===== src/rtl/adder_result_fifo_if.sv =====
// Handshake bundle between the adder result path, the result FIFO and its consumer.
// The FIFO takes the slave view; whatever drives the adder side and consumes results takes the master view.
interface adder_result_fifo_if #(
    parameter int CNT_W = 4
);
    logic              i_iss_vld;
    logic              i_iss_int8;
    logic              i_iss_ovf;
    logic [15:0]       i_res;
    logic              i_res_vld;
    logic              i_clr_sticky;
    logic              i_rdy;
    logic              o_vld;
    logic [15:0]       o_res;
    logic              o_ovf;
    logic              o_int8;
    logic              o_afull;
    logic [CNT_W-1:0]  o_count;
    logic              o_sticky_ovf;
    logic              o_sticky_inf;
    logic [15:0]       o_drop_cnt;

    modport master (
        output i_iss_vld, i_iss_int8, i_iss_ovf, i_res, i_res_vld, i_clr_sticky, i_rdy,
        input  o_vld, o_res, o_ovf, o_int8, o_afull, o_count, o_sticky_ovf, o_sticky_inf, o_drop_cnt
    );

    modport slave (
        input  i_iss_vld, i_iss_int8, i_iss_ovf, i_res, i_res_vld, i_clr_sticky, i_rdy,
        output o_vld, o_res, o_ovf, o_int8, o_afull, o_count, o_sticky_ovf, o_sticky_inf, o_drop_cnt
    );
endinterface


===== src/rtl/adder_result_fifo.sv =====
// Result collection stage for the BF16/INT8 adder: aligns issue-cycle tags with the
// registered sum, buffers tagged results, and tracks sticky status and dropped results.
module adder_result_fifo #(
    parameter int DEPTH     = 8,
    parameter int AFULL_LVL = 6,
    parameter int CNT_W     = 4
) (
    input  logic               clk,
    input  logic               rst,
    adder_result_fifo_if.slave bus
);
    localparam int               PTR_W   = $clog2(DEPTH);
    localparam logic [CNT_W-1:0] DEPTH_C = CNT_W'(DEPTH);
    localparam logic [CNT_W-1:0] AFULL_C = CNT_W'(AFULL_LVL);

    // Tags sampled in the issue cycle so they line up with the sum one cycle later.
    logic             ovf_tag_reg;
    logic             int8_tag_reg;

    logic [17:0]      mem [DEPTH];
    logic [17:0]      head_reg;
    logic [PTR_W-1:0] wr_ptr_reg;
    logic [PTR_W-1:0] wr_ptr_next;
    logic [PTR_W-1:0] rd_ptr_reg;
    logic [PTR_W-1:0] rd_ptr_next;
    logic [CNT_W-1:0] count_reg;
    logic [CNT_W-1:0] count_next;
    logic             afull_reg;
    logic             sticky_ovf_reg;
    logic             sticky_inf_reg;
    logic [15:0]      drop_cnt_reg;

    logic             vld;
    logic             full;
    logic             push;
    logic             pop;
    logic             drop;
    logic             inf_hit;
    logic [17:0]      wr_data;

    always_comb begin
        vld         = (count_reg != '0);
        full        = (count_reg == DEPTH_C);
        pop         = vld & bus.i_rdy;
        // A full FIFO can still accept when the head leaves in the same cycle.
        push        = bus.i_res_vld & (~full | pop);
        drop        = bus.i_res_vld & full & ~pop;
        wr_data     = {ovf_tag_reg, int8_tag_reg, bus.i_res};
        inf_hit     = ~int8_tag_reg & (bus.i_res[14:7] == 8'hFF);
        wr_ptr_next = push ? wr_ptr_reg + PTR_W'(1) : wr_ptr_reg;
        rd_ptr_next = pop  ? rd_ptr_reg + PTR_W'(1) : rd_ptr_reg;
        count_next  = count_reg;
        case ({push, pop})
            2'b10:   count_next = count_reg + CNT_W'(1);
            2'b01:   count_next = count_reg - CNT_W'(1);
            default: count_next = count_reg;
        endcase
    end

    // Storage array: write port plus registered read of the next head address.
    always_ff @(posedge clk) begin
        if (push) begin
            mem[wr_ptr_reg] <= wr_data;
        end
    end

    // The RAM read returns the old word on a same-address write, so an entry that
    // becomes the head at this edge is taken straight from the write data instead.
    always_ff @(posedge clk) begin
        if (push && (wr_ptr_reg == rd_ptr_next)) begin
            head_reg <= wr_data;
        end else begin
            head_reg <= mem[rd_ptr_next];
        end
    end

    always_ff @(posedge clk) begin
        if (rst) begin
            ovf_tag_reg    <= 1'b0;
            int8_tag_reg   <= 1'b0;
            wr_ptr_reg     <= '0;
            rd_ptr_reg     <= '0;
            count_reg      <= '0;
            afull_reg      <= 1'b0;
            sticky_ovf_reg <= 1'b0;
            sticky_inf_reg <= 1'b0;
            drop_cnt_reg   <= '0;
        end else begin
            ovf_tag_reg  <= bus.i_iss_ovf  & bus.i_iss_vld;
            int8_tag_reg <= bus.i_iss_int8 & bus.i_iss_vld;
            wr_ptr_reg   <= wr_ptr_next;
            rd_ptr_reg   <= rd_ptr_next;
            count_reg    <= count_next;
            afull_reg    <= (count_next >= AFULL_C);

            // A set on an accepted write takes priority over a same-cycle clear.
            if (push && ovf_tag_reg) begin
                sticky_ovf_reg <= 1'b1;
            end else if (bus.i_clr_sticky) begin
                sticky_ovf_reg <= 1'b0;
            end

            if (push && inf_hit) begin
                sticky_inf_reg <= 1'b1;
            end else if (bus.i_clr_sticky) begin
                sticky_inf_reg <= 1'b0;
            end

            if (drop && (drop_cnt_reg != 16'hFFFF)) begin
                drop_cnt_reg <= drop_cnt_reg + 16'd1;
            end
        end
    end

    assign bus.o_vld        = vld;
    assign bus.o_res        = head_reg[15:0];
    assign bus.o_int8       = head_reg[16];
    assign bus.o_ovf        = head_reg[17];
    assign bus.o_afull      = afull_reg;
    assign bus.o_count      = count_reg;
    assign bus.o_sticky_ovf = sticky_ovf_reg;
    assign bus.o_sticky_inf = sticky_inf_reg;
    assign bus.o_drop_cnt   = drop_cnt_reg;
endmodule


===== src/flat_wrapper.sv =====
// flat-port wrapper written by rule: the top's interface ports become plain ports
module adder_result_fifo_flat 
#(
    parameter int DEPTH     = 8,
    parameter int AFULL_LVL = 6,
    parameter int CNT_W     = 4
)
  (clk, rst, bus_i_iss_vld, bus_i_iss_int8, bus_i_iss_ovf, bus_i_res, bus_i_res_vld, bus_i_clr_sticky, bus_i_rdy, bus_o_vld, bus_o_res, bus_o_ovf, bus_o_int8, bus_o_afull, bus_o_count, bus_o_sticky_ovf, bus_o_sticky_inf, bus_o_drop_cnt);
  adder_result_fifo_if #(.CNT_W(CNT_W)) bus_i ();
  input  logic clk;
  input  logic rst;
  input wire logic [$bits(bus_i.i_iss_vld)-1:0] bus_i_iss_vld;
  input wire logic [$bits(bus_i.i_iss_int8)-1:0] bus_i_iss_int8;
  input wire logic [$bits(bus_i.i_iss_ovf)-1:0] bus_i_iss_ovf;
  input wire logic [$bits(bus_i.i_res)-1:0] bus_i_res;
  input wire logic [$bits(bus_i.i_res_vld)-1:0] bus_i_res_vld;
  input wire logic [$bits(bus_i.i_clr_sticky)-1:0] bus_i_clr_sticky;
  input wire logic [$bits(bus_i.i_rdy)-1:0] bus_i_rdy;
  output wire logic [$bits(bus_i.o_vld)-1:0] bus_o_vld;
  output wire logic [$bits(bus_i.o_res)-1:0] bus_o_res;
  output wire logic [$bits(bus_i.o_ovf)-1:0] bus_o_ovf;
  output wire logic [$bits(bus_i.o_int8)-1:0] bus_o_int8;
  output wire logic [$bits(bus_i.o_afull)-1:0] bus_o_afull;
  output wire logic [$bits(bus_i.o_count)-1:0] bus_o_count;
  output wire logic [$bits(bus_i.o_sticky_ovf)-1:0] bus_o_sticky_ovf;
  output wire logic [$bits(bus_i.o_sticky_inf)-1:0] bus_o_sticky_inf;
  output wire logic [$bits(bus_i.o_drop_cnt)-1:0] bus_o_drop_cnt;
  assign bus_i.i_iss_vld = bus_i_iss_vld;
  assign bus_i.i_iss_int8 = bus_i_iss_int8;
  assign bus_i.i_iss_ovf = bus_i_iss_ovf;
  assign bus_i.i_res = bus_i_res;
  assign bus_i.i_res_vld = bus_i_res_vld;
  assign bus_i.i_clr_sticky = bus_i_clr_sticky;
  assign bus_i.i_rdy = bus_i_rdy;
  assign bus_o_vld = bus_i.o_vld;
  assign bus_o_res = bus_i.o_res;
  assign bus_o_ovf = bus_i.o_ovf;
  assign bus_o_int8 = bus_i.o_int8;
  assign bus_o_afull = bus_i.o_afull;
  assign bus_o_count = bus_i.o_count;
  assign bus_o_sticky_ovf = bus_i.o_sticky_ovf;
  assign bus_o_sticky_inf = bus_i.o_sticky_inf;
  assign bus_o_drop_cnt = bus_i.o_drop_cnt;
  adder_result_fifo #(.DEPTH(DEPTH), .AFULL_LVL(AFULL_LVL), .CNT_W(CNT_W)) u_core (.clk(clk), .rst(rst), .bus(bus_i));
endmodule

===== config.mk =====
export PLATFORM = sky130hd
export DESIGN_NAME = adder_result_fifo_flat
export DESIGN_NICKNAME = d
export VERILOG_FILES = /design/src/rtl/adder_result_fifo_if.sv /design/src/rtl/adder_result_fifo.sv /design/src/flat_wrapper.sv
export SDC_FILE = /design/constraint.sdc
export NUM_CORES = 1
export LEC_CHECK = 0
export CAP_MARGIN = 25
export CORE_UTILIZATION = 51
export CTS_BUF_LIST = sky130_fd_sc_hd__clkbuf_16
export DETAILED_ROUTE_END_ITERATION = 16
export HOLD_SLACK_MARGIN = 0.1
export PLACE_DENSITY = 0.72
export SKIP_CTS_REPAIR_TIMING = 1
export SLEW_MARGIN = 20
export SYNTH_ARGS = -nofsm -noshare
export SYNTH_HDL_FRONTEND = slang
export SYNTH_SLANG_ARGS = --single-unit

===== constraint.sdc =====
create_clock -name clk -period 4.7 [get_ports clk]
set_input_delay 1.41 -clock clk [delete_from_list [all_inputs] [get_ports clk]]
set_output_delay 1.41 -clock clk [all_outputs]
set_load 0.01 [all_outputs]

==> results.toml, run 1 <==
[routing]
drt_iter0_drc = 243
wl_per_cell_um = 19.5
ant_nets = 0
vias_per_cell = 5.80
routed_wl_mm = 13.5
via_count = 4022
drcViolationCount = 0
drtPass1Iterations = 4

[clock_network]
ctsRootBufferMaster = "clkbuf_16"
insertion_delay_ns = 0.43
clk_pin_slew_ns = 0.06
htreeDepth = 4
cts_buffer_depth = 2
cts_num_sinks = 178
numCtsBuffers = 17
tritoncts = "yes"

[die]
start_util = 0.523
std_cell_rows = 43
ioPinCount = 66
core-area_mm2 = 0.0139
die-area_mm2 = 0.0148
die_w_um = 122
dieHeight_um = 122

[sta]
rsz0062_at_grt = "no"
max-slew-margin-rel = 0.526
period_share = 0.870
fmax_mhz = 245
tns_ns = 0
period_needed_ns = 4.09
tightest_slew_ns = 0.710
finalHoldViolCount = 0
setup_viol = 0
finalClockSkew_ns = 0.00785
maxSlewViolCount = 0

[grt]
grt_pass1_vias = 4070
grt_pass1_wl_mm = 21.5
antenna_found_initial = 0
grt_max_degree = 37
overflow = 0
grt_usage = 0.201

[power]
finalPower_uw = 4200
powerDensity_mw_per_mm2 = 479
p_leak_uw = 0.00291
ir_drop_mv = 0.278

[finish]
area_growth_pct = 20.3
seq_area_mm2 = 0.00501
antenna_cells = 0
drive_gt1_frac = 0.214
largest-register = "u_core.mem"
multi_input_area_mm2 = 0.00217
finalNetCount = 529
nFillCells = 998
largest_register_ffs = 144

[synth]
async_flop_share = 0
synth_largest_area_cell = "edfxtp_1"
synth-seq-cells = 178
synth_flop_cell = "edfxtp_1"
synthCells = 424
synth_warnings = 0
syn_avg_cell_area_um2 = 17.2
synth.area.top_cells = "edfxtp_1, mux4_2, dfxtp_1"
synth_top_area_share = 0.593
synth_cell_types = 55
syn_area_mm2 = 0.00729
synth_edf_count = 144
postSynthNetCount = 452
ys_seq_area_frac = 0.686

[hold_path]
hold_class = "flip-flop to flip-flop"

[place]
post-dp-hpwl_mm = 8.16
port_buffers = 65
gp_congestion = 0.779

[job]
drv_cap = 0

[worst_setup_path]
critPathKind = "flip-flop to output pin"
worstSetupStartpointType = "flip-flop"
cp.arrival_ns = 2.68
worstPathMaxFanout = 24
endpoint_kind = "output pin"
cp_data_required_time_ns = 3.29

[outcome]
status = "complete, no violations"
==> cell type report <==
cell class                      instances  share of cell area
Sequential cell                       178               0.571
Multi-Input combinational cell        218               0.247
Timing Repair Buffer                   80              0.0889
Clock buffer                           17              0.0485
Tap cell                              180              0.0257
Clock inverter                         15              0.0163
Inverter                                6             0.00257
==> synthesized netlist by cell type, drive strengths merged (3+ instances only) <==
cell and count:
edfxtp 144, mux4 36, dfxtp 34, mux2 29, nor2 21, nand2 15, clkbuf 12, a21oi 10
buf 10, nand2b 9, nor2b 9, nor3 8, inv 6, or4 6, nand3 5, a211oi 4
and2 4, and3 4, ha 4, nand3b 4, nand4 4, xor2 4, mux2i 3, nor4 3
o211ai 3, o31ai 3, o41ai 3
==> critical path, stage by stage, from the launching register on <==
cell             delay, ns
dfxtp_2               0.64
buf_12                0.29
mux4_2                0.54
mux2_2                0.29
clkdlybuf4s50_1       0.48
==> logic make-up (layout without fill, tap and decap cells) <==
logic type | count (synthesis) | after routing | synth area share
adder cells (fa/ha/maj) | 4 | 4 | 0.00686
multiplexers | 68 | 68 | 0.160
XOR/XNOR | 6 | 6 | 0.00721
buffers and inverters | 28 | 118 | 0.0175
flip-flops | 178 | 178 | 0.686
AND/OR/NAND/NOR | 103 | 103 | 0.0853
AO/OA/AOI/OAI | 37 | 37 | 0.0366
==> report_power, final <==
part           leakage (µW)  switching [µW]  internal [µW]
combinational       0.00104             405            578
clock              0.000277             573            777
sequential          0.00159            93.1           1770
total               0.00291            1070           3130
==> path summary, 6_finish.rpt <==
check / startpoint / to / slack, ns / cells after the start
worst max-delay path: flip-flop / bus_o_res[15] / 0.61 / 4
worst min-delay path: u_core.rd_ptr_reg[2]$_SDFF_PP0_ / flip-flop / 0.46 / 1
worst max register to register: u_core.bus.o_count[0]$_SDFF_PP0_ / u_core.bus.o_afull$_SDFF_PP0_ / 2.25 / 8
worst min register to register: u_core.rd_ptr_reg[2]$_SDFF_PP0_ / flip-flop / 0.46 / 1
==> cells in the final DEF, fill, tap and decap left out, types with 3 or more instances in the layout <==
| cell type | Yosys | final |
|---|---|---|
| a211oi_1 | 4 | 4 |
| a21oi_1 | 10 | 10 |
| and2_1 | 4 | 4 |
| and3_1 | 4 | 4 |
| buf_4 | 2 | 13 |
| clkbuf_16 | 0 | 17 |
| clkdlybuf4s50_1 | 0 | 65 |
| clkinvlp_4 | 0 | 3 |
| dfxtp_1 | 34 | 33 |
| edfxtp_1 | 144 | 144 |
| ha_1 | 4 | 4 |
| inv_1 | 6 | 8 |
| mux2_1 | 8 | 8 |
| mux2_2 | 21 | 21 |
| mux2i_1 | 3 | 3 |
| mux4_2 | 36 | 36 |
| nand2_1 | 15 | 15 |
| nand2b_1 | 9 | 9 |
| nand3_1 | 3 | 3 |
| nand3b_1 | 4 | 4 |
| nor2_1 | 21 | 21 |
| nor2b_1 | 9 | 9 |
| nor3_1 | 7 | 5 |
| o211ai_1 | 3 | 3 |
| o31ai_1 | 3 | 3 |
| o41ai_1 | 3 | 3 |
| or4_1 | 6 | 6 |
| xor2_1 | 4 | 4 |
==> metal layers <==
| layer | GRT usage | vias up | part of all wire |
|---|---|---|---|
| li1 | - | 1849 | - |
| met1 | 0.267 | 2029 | 0.44 |
| met2 | 0.323 | 128 | 0.50 |
| met3 | 0.0492 | 16 | 0.053 |
| met4 | 0.0710 | 0 | 0.012 |
| met5 | 0 | - | 0 |
==> metrics by stage <==
step	std cells	utilization	instance area, µm²	hold slack [ns]	worst slack [ns]
detailed placement	662	0.589	8200	0.453	0.832
CTS	694	0.629	8770	0.467	0.558
finish	694	0.629	8770	0.461	0.613
global placement	661	0.588	8190	0.446	0.994
global route	694	0.629	8770	0.481	0.461
floorplan	424	-	7290	0.427	0.814
Note: power is estimated with default switching activity, not from simulation.
==> run 2, diff against run 1 <==
PLACE_DENSITY = 0.75   (was 0.72)
clock period = 3.7 ns   (was 4.7 ns; I/O delays follow)
==> run 2 against run 1 <==
Non-clock buffer count increased by 7. Setup slack worse by 0.43 ns. Wire length increased by 3.6%. Largest power group unchanged. Via count hardly changed. Sequential power rose by 26%. Cell count grew 1.0%. Largest cell class unchanged. Clock power is 32% higher. Utilization rose by 0.73 points. Power up 29%.
==> results.toml, run 2 (synthesis gave the netlist of run 1 again) <==
[die]
ioPinCount = 66
dieHeight_um = 122
start_util = 0.523
core-area_mm2 = 0.0139
die_w_um = 122
die-area_mm2 = 0.0148
std_cell_rows = 43

[worst_setup_path]
worstPathMaxFanout = 36
crit_buf_inv = 2
slowest_stage = "mux4_2"
endpoint_kind = "output pin"
cp.arrival_ns = 2.40
crit_path_cell_trace = "buf_12 -> mux4_2 -> mux2_2 -> clkdlybuf4s50_1"
cp_data_required_time_ns = 2.59
critical-path-max-stage-delay_ns = 0.56
worstSetupStartpointType = "flip-flop"
critPathKind = "flip-flop to output pin"
critical_path.top_delay_family = "multiplexers"

[clock_network]
cts_num_sinks = 178
numCtsBuffers = 17
cts_buffer_depth = 2
htreeDepth = 4
clk_pin_slew_ns = 0.06
ctsRootBufferMaster = "clkbuf_16"
insertion_delay_ns = 0.43
tritoncts = "yes"

[finish]
area_growth_pct = 21.7
finalNetCount = 536
largest_register_ffs = 144
largest-register = "u_core.mem"
nFillCells = 957
drive_gt1_frac = 0.232
final_common_cell = "edfxtp_1"
most-common-layout-cells = "edfxtp_1, clkdlybuf4s50_1, mux4_2"
antenna_cells = 0
stdcell_area_mm2 = 0.00887

[sta]
worst_slack_ns = 0.186
tightest_slew_ns = 0.634
finalClockSkew_ns = 0.00973
fmax_mhz = 285
tns_ns = 0
setup_viol = 0
period_needed_ns = 3.51
max-slew-margin-rel = 0.574
finalHoldViolCount = 0
period_share = 0.950
maxSlewViolCount = 0
rsz0062_at_grt = "no"

[grt]
grt_pass1_vias = 4184
grt_usage = 0.213
antenna_found_initial = 0
overflow = 0
grt_max_degree = 37
grt_pass1_wl_mm = 22.8

[place]
port_buffers = 65
dp_slack_ns = 0.435
gp_congestion = 0.800
post-dp-hpwl_mm = 8.64
placed_area_mm2 = 0.00826

[power]
p_int_uw = 4030
clkPwrFrac = 0.329
p_switching_uw = 1380
p_sw_frac = 0.255
p_seq_frac = 0.435
ir_drop_mv = 0.332
powerDensity_mw_per_mm2 = 609
p_leak_uw = 0.00297
comb_power_share = 0.237

[routing]
vias_per_cell = 5.74
via_count = 4026
drt_iter0_drc = 303
wl_per_cell_um = 20.0
routed_wl_mm = 14.0
ant_nets = 0
drtPass1Iterations = 5
drcViolationCount = 0

[outcome]
status = "complete, no violations"

[hold_path]
hold_class = "flip-flop to flip-flop"

[job]
drv_cap = 0
-- run 2: cell count changes in the layout (fill, tap and decap cells not counted), sizes merged --
cell | before | now
inv | 10 | 11
clkinv | 6 | 5
clkbuf | 17 | 21
buf | 15 | 22
bufinv | 2 | 0
clkinvlp | 3 | 1
-- run 2: power groups by stage --
stage | sequential [µW] | combinational [µW] | clock, µW
3_3_place_gp | 2380 | 1270 | 0
6_report | 2350 | 1280 | 1780
3_5_place_dp | 2390 | 1300 | 0
5_1_grt | 2360 | 1390 | 1880
4_1_cts | 2350 | 1300 | 1810
2_1_floorplan | 2330 | 876 | 0
-- run 2: cell type report --
cell class              instances  area [µm²]  share of cell area
clock buffers                  21         526              0.0592
clock inverters                11        82.6             0.00931
inverters                       6        22.5             0.00254
multi-input cells             218        2170               0.244
flip-flops and latches        178        5010               0.564
well taps                     180         225              0.0254
repair buffers                 87         841              0.0948
-- run 2: layer usage --
metal  up-vias  wire (µm)  track usage
li1       1860          -            -
met1      2054       5700        0.271
met2       102       7600        0.357
met3        10        558       0.0515
met4         0        165       0.0748
met5         -          0            0
-- run 2: worst paths after layout --
| kind | startpoint | to | slack [ns] | cells past startpoint |
|---|---|---|---|---|
| min reg2reg | u_core.rd_ptr_reg[2]$_SDFF_PP0_ | flip-flop | 0.47 | 1 |
| max | flip-flop | bus_o_ovf | 0.19 | 4 |
| min | u_core.rd_ptr_reg[2]$_SDFF_PP0_ | flip-flop | 0.47 | 1 |
| max reg2reg | u_core.bus.o_count[3]$_SDFF_PP0_ | u_core.bus.o_afull$_SDFF_PP0_ | 1.27 | 8 |
-- run 2: worst register-to-register path, cell delays in order (launching register included) --
cell and delay [ns]:
dfxtp_1 0.46, nor3_1 0.35, nor3_1 0.09, a21o_1 0.18
ha_1 0.20, or4b_1 0.49, mux2i_1 0.16, nor3_1 0.09
o32ai_1 0.30
-- run 2: through the flow --
stage | total power [µW] | utilization | instances | hold WS [ns]
floorplan | 3210 | - | 424 | 0.427
global placement | 3650 | 0.593 | 669 | 0.439
detailed placement | 3690 | 0.593 | 669 | 0.455
CTS | 5460 | 0.637 | 701 | 0.472
global route | 5640 | 0.637 | 701 | 0.489
finish | 5410 | 0.637 | 701 | 0.466
